[src/rtl/stitch_pkg.sv]
// Shared types for the accelerator response path of the stitch core.
package stitch_pkg;

    localparam int unsigned AccIdWidth   = 5;
    localparam int unsigned AccDataWidth = 64;
    localparam int unsigned AccNumIds    = 32;

    typedef logic [AccIdWidth-1:0] acc_id_t;

    // One queued FPU response headed for the integer core.
    typedef struct packed {
        acc_id_t                 id;
        logic [AccDataWidth-1:0] data;
        logic                    error;
    } acc_rsp_t;

endpackage

[src/rtl/fifo_v3.sv]
// Trimmed fifo_v3: registered storage with optional fall-through, power-of-two depth.
module fifo_v3 #(
    parameter bit          FALL_THROUGH = 1'b0,
    parameter int unsigned DEPTH        = 8,
    parameter type         dtype        = logic [31:0]
) (
    input  logic clk_i,
    input  logic rst_ni,
    input  logic flush_i,
    output logic full_o,
    output logic empty_o,
    input  dtype data_i,
    input  logic push_i,
    output dtype data_o,
    input  logic pop_i
);

    localparam int unsigned AddrWidth = (DEPTH > 1) ? $clog2(DEPTH) : 1;
    localparam int unsigned CntWidth  = AddrWidth + 1;

    dtype                 mem_q [DEPTH];
    logic [AddrWidth-1:0] rd_ptr_q;
    logic [AddrWidth-1:0] wr_ptr_q;
    logic [CntWidth-1:0]  cnt_q;
    logic                 stored_empty;
    logic                 bypass;
    logic                 do_push;
    logic                 do_pop;

    // A bypassed entry popped in the same cycle is never written to storage.
    assign stored_empty = (cnt_q == '0);
    assign full_o       = (cnt_q == CntWidth'(DEPTH));
    assign bypass       = FALL_THROUGH && stored_empty && push_i;
    assign empty_o      = stored_empty && !bypass;
    assign data_o       = bypass ? data_i : mem_q[rd_ptr_q];
    assign do_pop       = pop_i && !stored_empty;
    assign do_push      = push_i && !full_o && !(bypass && pop_i);

    // Pointer and occupancy tracking.
    always_ff @(posedge clk_i or negedge rst_ni) begin
        if (!rst_ni) begin
            rd_ptr_q <= '0;
            wr_ptr_q <= '0;
            cnt_q    <= '0;
        end else if (flush_i) begin
            rd_ptr_q <= '0;
            wr_ptr_q <= '0;
            cnt_q    <= '0;
        end else begin
            if (do_push) begin
                wr_ptr_q <= wr_ptr_q + AddrWidth'(1);
            end
            if (do_pop) begin
                rd_ptr_q <= rd_ptr_q + AddrWidth'(1);
            end
            cnt_q <= cnt_q + CntWidth'(do_push) - CntWidth'(do_pop);
        end
    end

    // Storage array; contents are don't-care while unoccupied.
    always_ff @(posedge clk_i) begin
        if (do_push) begin
            mem_q[wr_ptr_q] <= data_i;
        end
    end

endmodule

[src/rtl/stitch_acc_responder.sv]
// Tracks offloaded instructions that return integer results and queues FPU responses for the core.
module stitch_acc_responder
    import stitch_pkg::*;
#(
    parameter int unsigned DataWidth = 64,
    parameter int unsigned Depth     = 4,
    parameter type         rsp_t     = acc_rsp_t
) (
    input  logic                         clk_i,
    input  logic                         rst_ni,
    // upstream issue
    input  logic [AccIdWidth-1:0]        iss_qid_i,
    input  logic                         iss_expect_rsp_i,
    input  logic                         iss_qvalid_i,
    output logic                         iss_qready_o,
    // downstream issue toward the FPU subsystem
    output logic                         iss_qvalid_o,
    input  logic                         iss_qready_i,
    // FPU response
    input  logic [AccIdWidth-1:0]        fpu_pid_i,
    input  logic [DataWidth-1:0]         fpu_pdata_i,
    input  logic                         fpu_perror_i,
    input  logic                         fpu_pvalid_i,
    output logic                         fpu_pready_o,
    // response to the integer core
    output logic [AccIdWidth-1:0]        oup_pid_o,
    output logic [DataWidth-1:0]         oup_pdata_o,
    output logic                         oup_perror_o,
    output logic                         oup_pvalid_o,
    input  logic                         oup_pready_i,
    // status
    output logic [$clog2(Depth+1)-1:0]   outstanding_o,
    output logic                         idle_o,
    output logic                         unexpected_rsp_o
);

    localparam int unsigned        CntWidth = $clog2(Depth + 1);
    localparam logic [CntWidth-1:0] CntMax  = CntWidth'(Depth);

    logic [AccNumIds-1:0] pend_q;
    logic [AccNumIds-1:0] pend_d;
    logic [CntWidth-1:0]  out_cnt_q;
    logic [CntWidth-1:0]  out_cnt_d;
    logic                 unexpected_q;

    logic stall;
    logic iss_fire;
    logic track;
    logic fpu_fire;
    logic fpu_hit;
    logic push;
    logic pop;
    logic fifo_full;
    logic fifo_empty;
    rsp_t fifo_in;
    rsp_t fifo_out;

    // Issue gating: hold back a tracked issue whose id is still pending or when credits run out.
    assign stall        = iss_expect_rsp_i & (pend_q[iss_qid_i] | (out_cnt_q == CntMax));
    assign iss_qvalid_o = iss_qvalid_i & ~stall;
    assign iss_qready_o = iss_qready_i & ~stall;
    assign iss_fire     = iss_qvalid_i & iss_qready_i & ~stall;
    assign track        = iss_fire & iss_expect_rsp_i;

    // FPU side: always accept while space remains, keep only responses that match a pending id.
    assign fpu_pready_o = ~fifo_full;
    assign fpu_fire     = fpu_pvalid_i & ~fifo_full;
    assign fpu_hit      = pend_q[fpu_pid_i];
    assign push         = fpu_fire & fpu_hit;

    // Core side is driven straight from the registered FIFO head.
    assign oup_pvalid_o = ~fifo_empty;
    assign oup_pid_o    = fifo_out.id;
    assign oup_pdata_o  = fifo_out.data;
    assign oup_perror_o = fifo_out.error;
    assign pop          = ~fifo_empty & oup_pready_i;

    assign outstanding_o    = out_cnt_q;
    assign idle_o           = (out_cnt_q == '0);
    assign unexpected_rsp_o = unexpected_q;

    // Pack the incoming response.
    always_comb begin
        fifo_in       = '0;
        fifo_in.id    = fpu_pid_i;
        fifo_in.data  = fpu_pdata_i;
        fifo_in.error = fpu_perror_i;
    end

    // Scoreboard and credit counter next state; a pop and an issue of the same id cannot coincide.
    always_comb begin
        pend_d    = pend_q;
        out_cnt_d = out_cnt_q;
        if (pop) begin
            pend_d[fifo_out.id] = 1'b0;
        end
        if (track) begin
            pend_d[iss_qid_i] = 1'b1;
        end
        if (track && !pop) begin
            out_cnt_d = out_cnt_q + CntWidth'(1);
        end else if (pop && !track && (out_cnt_q != '0)) begin
            out_cnt_d = out_cnt_q - CntWidth'(1);
        end
    end

    // Tracking state registers; the unexpected flag is sticky until reset.
    always_ff @(posedge clk_i or negedge rst_ni) begin
        if (!rst_ni) begin
            pend_q       <= '0;
            out_cnt_q    <= '0;
            unexpected_q <= 1'b0;
        end else begin
            pend_q    <= pend_d;
            out_cnt_q <= out_cnt_d;
            if (fpu_fire && !fpu_hit) begin
                unexpected_q <= 1'b1;
            end
        end
    end

    fifo_v3 #(
        .FALL_THROUGH (1'b0),
        .DEPTH        (Depth),
        .dtype        (rsp_t)
    ) i_rsp_fifo (
        .clk_i   (clk_i),
        .rst_ni  (rst_ni),
        .flush_i (1'b0),
        .full_o  (fifo_full),
        .empty_o (fifo_empty),
        .data_i  (fifo_in),
        .push_i  (push),
        .data_o  (fifo_out),
        .pop_i   (pop)
    );

endmodule

[config.mk]
export PLATFORM = sky130hd
export DESIGN_NAME = stitch_acc_responder
export DESIGN_NICKNAME = d
export VERILOG_FILES = /design/src/rtl/stitch_pkg.sv /design/src/rtl/fifo_v3.sv /design/src/rtl/stitch_acc_responder.sv
export SDC_FILE = /design/constraint.sdc
export NUM_CORES = 1
export LEC_CHECK = 0
export ABC_AREA = 1
export CORE_UTILIZATION = 58
export CTS_BUF_LIST = sky130_fd_sc_hd__clkbuf_4
export DETAILED_ROUTE_END_ITERATION = 6
export PLACE_DENSITY_LB_ADDON = 0.1
export SETUP_SLACK_MARGIN = 0.3
export SYNTH_ARGS = -nofsm -noshare
export SYNTH_HDL_FRONTEND = slang
export SYNTH_SLANG_ARGS = --single-unit
[constraint.sdc]
create_clock -name clk_i -period 5.2 [get_ports clk_i]
set_clock_uncertainty 0.05 [all_clocks]
set_input_delay 0.52 -clock clk_i [delete_from_list [all_inputs] [get_ports clk_i]]
set_output_delay 0.52 -clock clk_i [all_outputs]
set_load 0.02 [all_outputs]
==> results.tsv, run 1 <==
metric	value	unit
vias post-DR	9068	
Setup TNS Final	0	ns
Crit Path Category	reg -> out	
crit path from	i_rsp_fifo.rd_ptr_q[0]	
global-route wire length before repair	44700	um
Core ar.	22000	um^2
via/cell ratio	5.65	
Hold Path Depth	1	
Final Cycle Share	0.795	
Worst-Skew Late Latency	0.68	ns
Die X	152	um
Crit. End Element	output port	
worst hold path endpoint	i_rsp_fifo.mem_q[1][6]	
RSZ-0062 raised after global routing	no	
commonest non-fill, non-tap cell in the layout	edfxtp_1	
most frequent cells in the layout	280 x edfxtp_1, 172 x o21ai_0, 159 x nor2_1, 159 x clkdlybuf4s50_1, 153 x nand2_1	
Final Hold Fails	0	
Flop pwr share	0.387	
busiest layer in global routing	met2	
Final Non-Filler Cells	1606	
CP arrival	3.56	ns
Worst Slack Setup Final	1.07	ns
minimum clock period	4.13	ns
flops & latches, synth	323	
Clock Power Share	0.227	
power density cells	556	nW/um^2
Post-CTS Setup Bufs	0	
hold_sp	fpu_pdata_i[5]	
sw frac	0.369	
initial cell density of the core	0.594	
# IOs	161	
register area share after synthesis	0.728	
final WL	28200	um
outcome	finished, violations left	
Final ANT Viol Nets	0	
Die ar.	23100	um^2
Bufs on Longest Clock Path	3	
R2R setup slack	2.04	ns
Lkg Pwr	0.00567	uW
initial DRC count	929	
mapped cell area	13000	um^2
# setup viols final	0	
dpl cell area	14900	um^2
Worst R2R Start	i_rsp_fifo.rd_ptr_q[0]	
CTS tree	done	
max cap viols	0	
total CTS buffers	79	
grt ovf	0	
Pre-antenna DRT Iters	7	
Mapped Nets	1164	
FILL cells	1555	
Gate Count Post-Synth	1074	
critical path fanouts, max	82	
grt met1 use	0.311	
worst r2r path cells	8	
Final Max Tran Viols	0	
CP Launch Type	flop	
failing checks	design-rule violations	
fraction of layout instances using a drive strength above 1	0.119	
Yosys cell types	31	
Die Y	152	um
R2R Path End	pend_q[19]	
vias in the first global route	8841	
M3 GR Usage	0.0622	
H-tree depth	3	
GRT Total Usage	0.248	
Worst Tran Pin Value	1.03	ns
fin nets	1365	
Comb pwr share	0.386	
Area Overhead vs Synth	21.7	%
YS warnings	0	
met2 GRT Util	0.418	
worst slack, placed	1.32	ns
Power Internal	5570	uW
WP data required	4.63	ns
drc violations	52	
worst hold path type	in -> reg	
wire per inst	17.6	um
Site Rows	54	
Fmax	242	MHz
DP Wirelength	16100	um
CTS sink cnt	323	
clock root buffer master	clkbuf_4	
VDD IR max	348	uV
I/O Buffers	160	
fin area	15900	um^2
initial antenna violation count	1	
maximum number of pins on one net before global-route repair	83	
Slew HR	0.312	
Avg Inst Size Synth	12.1	um^2
gpl congestion	0.938	
Switch Pwr	3260	uW
clock-pin slew on the worst setup and hold paths	0.07	ns
dpl cells	1473	
## metal layers
metal	wire, um	up-vias
li1	-	4326
met1	11200	4300
met2	14100	381
met3	2230	61
met4	637	0
met5	0	-
## cell usage after synthesis, drive strengths merged
library cell / instances / area [um^2]
edfxtp: 280 / 8410
o21ai: 204 / 1020
nor2: 167 / 637
nand2: 156 / 593
o22ai: 65 / 407
dfrtp: 43 / 1080
clkbuf: 38 / 145
inv: 38 / 145
nand3: 18 / 90.1
buf: 17 / 93.8
nor3: 9 / 45.0
o21bai: 8 / 60.1
o221ai: 8 / 70.1
ha: 6 / 75.1
a21oi: 4 / 20.0
a32oi: 4 / 35.0
xor2: 3 / 26.3
fa: 2 / 40.0
a21boi: 1 / 7.51
a21o: 1 / 7.51
nand4: 1 / 21.3
xnor2: 1 / 8.76
## critical path, cell delays in order, from the launching register on
cell             delay (ns)
dfrtp_4                0.83
buf_4                  0.75
nand2_1                0.11
a32oi_1                0.50
clkdlybuf4s50_1        0.70
## flip-flops by register name (all words and copies together), names as in the netlist
name and flops:
i_rsp_fifo.rd_ptr_q 2, i_rsp_fifo.wr_ptr_q 2, i_rsp_fifo.mem_q 280, i_rsp_fifo.cnt_q 3
pend_q 32, outstanding_o 3, unexpected_rsp_o 1
## kinds of logic after synthesis
kind of cell    after synthesis  synth area share
simple gates                351             0.106
flops                       323             0.728
fa+ha+maj                     8           0.00883
buf+inv                      93            0.0295
xor+xnor                      4           0.00269
compound gates              295             0.125
## through the flow
step                      hold slack [ns]  total power (uW)   util
after floorplan                     0.174              5410      -
after global placement              0.398              6830  0.678
after detailed placement            0.406              6870  0.678
after CTS                           0.367              8880  0.722
after global routing                0.375              9310  0.722
final                               0.416              8820  0.723
## layout make-up
cell class              instances  area [um^2]  share of cell area
diodes                          2         5.00            0.000315
clock buffers                 117          878              0.0554
multi-input cells             658         3190               0.201
inverters                      38          148             0.00931
well taps                     280          350              0.0221
flip-flops and latches        323         9490               0.598
clock inverters                13         90.1             0.00568
repair buffers                175         1710               0.108
## worst max path at each step
stage / to / slack (ns) / depth (start not counted)
global route: oup_pid_o[4] / 0.80 / 4
floorplan: i_rsp_fifo.mem_q[0][0] / 0.30 / 8
global placement: outstanding_o[2] / 1.42 / 19
CTS: oup_pid_o[4] / 0.93 / 4
finish: oup_pid_o[4] / 1.07 / 4
detailed placement: outstanding_o[2] / 1.32 / 19
## what timing repair did
item,CTS,global route
endpoints found under the hold margin,37,0
hold buffers,1,0
gates resized for setup,0,0
## power groups by stage
stage	registers [uW]	logic, uW	clock network, uW
global route	3450	3690	2170
detailed placement	3460	3410	0
floorplan	3390	2020	0
finish	3420	3400	2010
global placement	3460	3360	0
CTS	3410	3420	2050
Note: power is estimated with default switching activity, not from simulation.
==> run 2, diff against run 1 <==
- CORE_UTILIZATION: 58 -> 52
- clock period: 5.2 -> 3.8 ns (I/O delays scaled with it)
==> run 2 against run 1 <==
Effect of this change: the flow now finishes without violations; sequential power is 37% higher; power grew 40%; sequential cell count stayed put; largest cell class unchanged; highest routed layer unchanged.
==> results.tsv, run 2 (synthesized netlist as in run 1, its figures left out) <==
metric	value	unit
outcome	complete, no violations	
maximum number of pins on one net before global-route repair	93	
Site Rows	57	
initial antenna violation count	1	
power density cells	762	nW/um^2
Crit. End Element	output port	
Final ANT Viol Nets	0	
CP peak stage delay	0.67	ns
max reg flops	280	
clock-pin slew on the worst setup and hold paths	0.07	ns
R2R setup slack	1.35	ns
Area Overhead vs Synth	23.9	%
Worst R2R Start	i_rsp_fifo.rd_ptr_q[0]	
CP Launch Type	flop	
fin area	16200	um^2
Pre-antenna DRT Iters	5	
Hold Path Depth	1	
commonest non-fill, non-tap cell in the layout	edfxtp_1	
Fmax	296	MHz
via/cell ratio	5.46	
max cap viols	0	
Worst Tran Pin Value	1.02	ns
crit path from	i_rsp_fifo.rd_ptr_q[0]	
FILL cells	1870	
wire per inst	17.8	um
dpl cell area	15100	um^2
GRT Total Usage	0.234	
Crit-path slowest cell	clkdlybuf4s50_1	
CTS tree	done	
H-tree depth	3	
total power	12300	uW
Die Y	160	um
clock root buffer master	clkbuf_4	
Worst-Skew Late Latency	0.67	ns
DP Wirelength	17300	um
most frequent cells in the layout	280 x edfxtp_1, 172 x o21ai_0, 159 x nor2_1, 159 x clkdlybuf4s50_1, 153 x nand2_1	
Setup TNS Final	0	ns
Flop pwr share	0.379	
CTS sink cnt	323	
Clock Power Share	0.225	
Crit Path Category	reg -> out	
grt ovf	0	
worst r2r path cells	6	
I/O Buffers	160	
RSZ-0062 raised after global routing	no	
total CTS buffers	82	
Comb pwr share	0.396	
Switch Pwr	4570	uW
critical path fanouts, max	92	
WP data required	3.37	ns
R2R Path End	pend_q[5]	
Critical path buffers and inverters	3	
register name with the most flops	i_rsp_fifo.mem_q	
# setup viols final	0	
Largest regs	i_rsp_fifo.mem_q x280, pend_q x32	
gpl congestion	0.905	
initial cell density of the core	0.533	
fraction of layout instances using a drive strength above 1	0.124	
Power Internal	7740	uW
VDD IR max	458	uV
# IOs	161	
family with the most delay on the worst path	buffers and inverters	
drc violations	0	
vias in the first global route	8884	
minimum clock period	3.38	ns
worst hold path type	in -> reg	
Final Max Tran Viols	0	
cell chain of the critical path	inv_4, buf_16, o21ai_0, o22ai_1, clkdlybuf4s50_1	
final WL	29600	um
worst hold path endpoint	i_rsp_fifo.mem_q[3][56]	
Lkg Pwr	0.00577	uW
Core ar.	24500	um^2
global-route wire length before repair	46600	um
hold_sp	fpu_pdata_i[55]	
sw frac	0.372	
Die X	160	um
Slew HR	0.319	
fin nets	1377	
Final Hold Fails	0	
Bufs on Longest Clock Path	3	
vias post-DR	9087	
initial DRC count	792	
Die ar.	25700	um^2
CP arrival	2.95	ns
Final Cycle Share	0.889	
[run 2: worst register-to-register path: stages (launching register included)]
cell and delay (ns):
dfrtp_4 0.63, inv_4 0.19, nand2_1 0.07, a32oi_1 0.52, nand3_1 0.47, o21ai_0 0.28
o21ai_1 0.10
[run 2: layer usage]
metal / up-vias / track usage / wire length [um]
met5: - / 0 / 0
met4: 0 / 0.0931 / 569
met3: 50 / 0.0571 / 2190
met2: 352 / 0.371 / 14300
met1: 4336 / 0.312 / 12600
li1: 4349 / - / -
[run 2: metrics by stage]
stage	instances	util	worst slack [ns]	hold slack [ns]
floorplan	1074	-	0.145	0.0344
global placement	1525	0.618	0.531	0.439
detailed placement	1525	0.618	0.487	0.438
CTS	1662	0.659	0.265	0.234
global route	1664	0.660	0.302	0.235
finish	1664	0.660	0.422	0.294
[run 2: power by group through the flow]
stage	clock [uW]	combinational [uW]	sequential [uW]
final	2770	4880	4670
after detailed placement	0	4800	4750
after floorplan	0	2770	4620
after global routing	3060	5300	4710
after CTS	2860	4830	4680
after global placement	0	4760	4740
[run 2: cell type report]
type	count	area [um^2]	area share
sequential	323	9490	0.587
timing repair buffer	184	1930	0.119
clock buffer	116	871	0.0539
clock inverter	20	114	0.00705
inverter	38	150	0.00930
tap	324	405	0.0251
antenna	1	2.50	0.000155
multi-input combinational	658	3190	0.198
[run 2: what timing repair did]
item | 4_1_cts | 5_1_grt
hold endpoints to repair | 43 | 0
pin swaps | 0 | 0
resized for setup | 2 | 2
setup endpoints to repair | 20 | 24
gates cloned | 0 | 0
setup buffers | 0 | 1
hold buffers | 1 | 0
[run 2: worst max path at each step]
stage	to	slack [ns]	cells after the start
floorplan	i_rsp_fifo.mem_q[0][0]	0.15	8
finish	oup_pdata_o[10]	0.42	5
global route	oup_pdata_o[14]	0.30	6
global placement	i_rsp_fifo.mem_q[2][53]	0.53	8
detailed placement	i_rsp_fifo.mem_q[2][53]	0.49	8
CTS	oup_pdata_o[10]	0.26	5
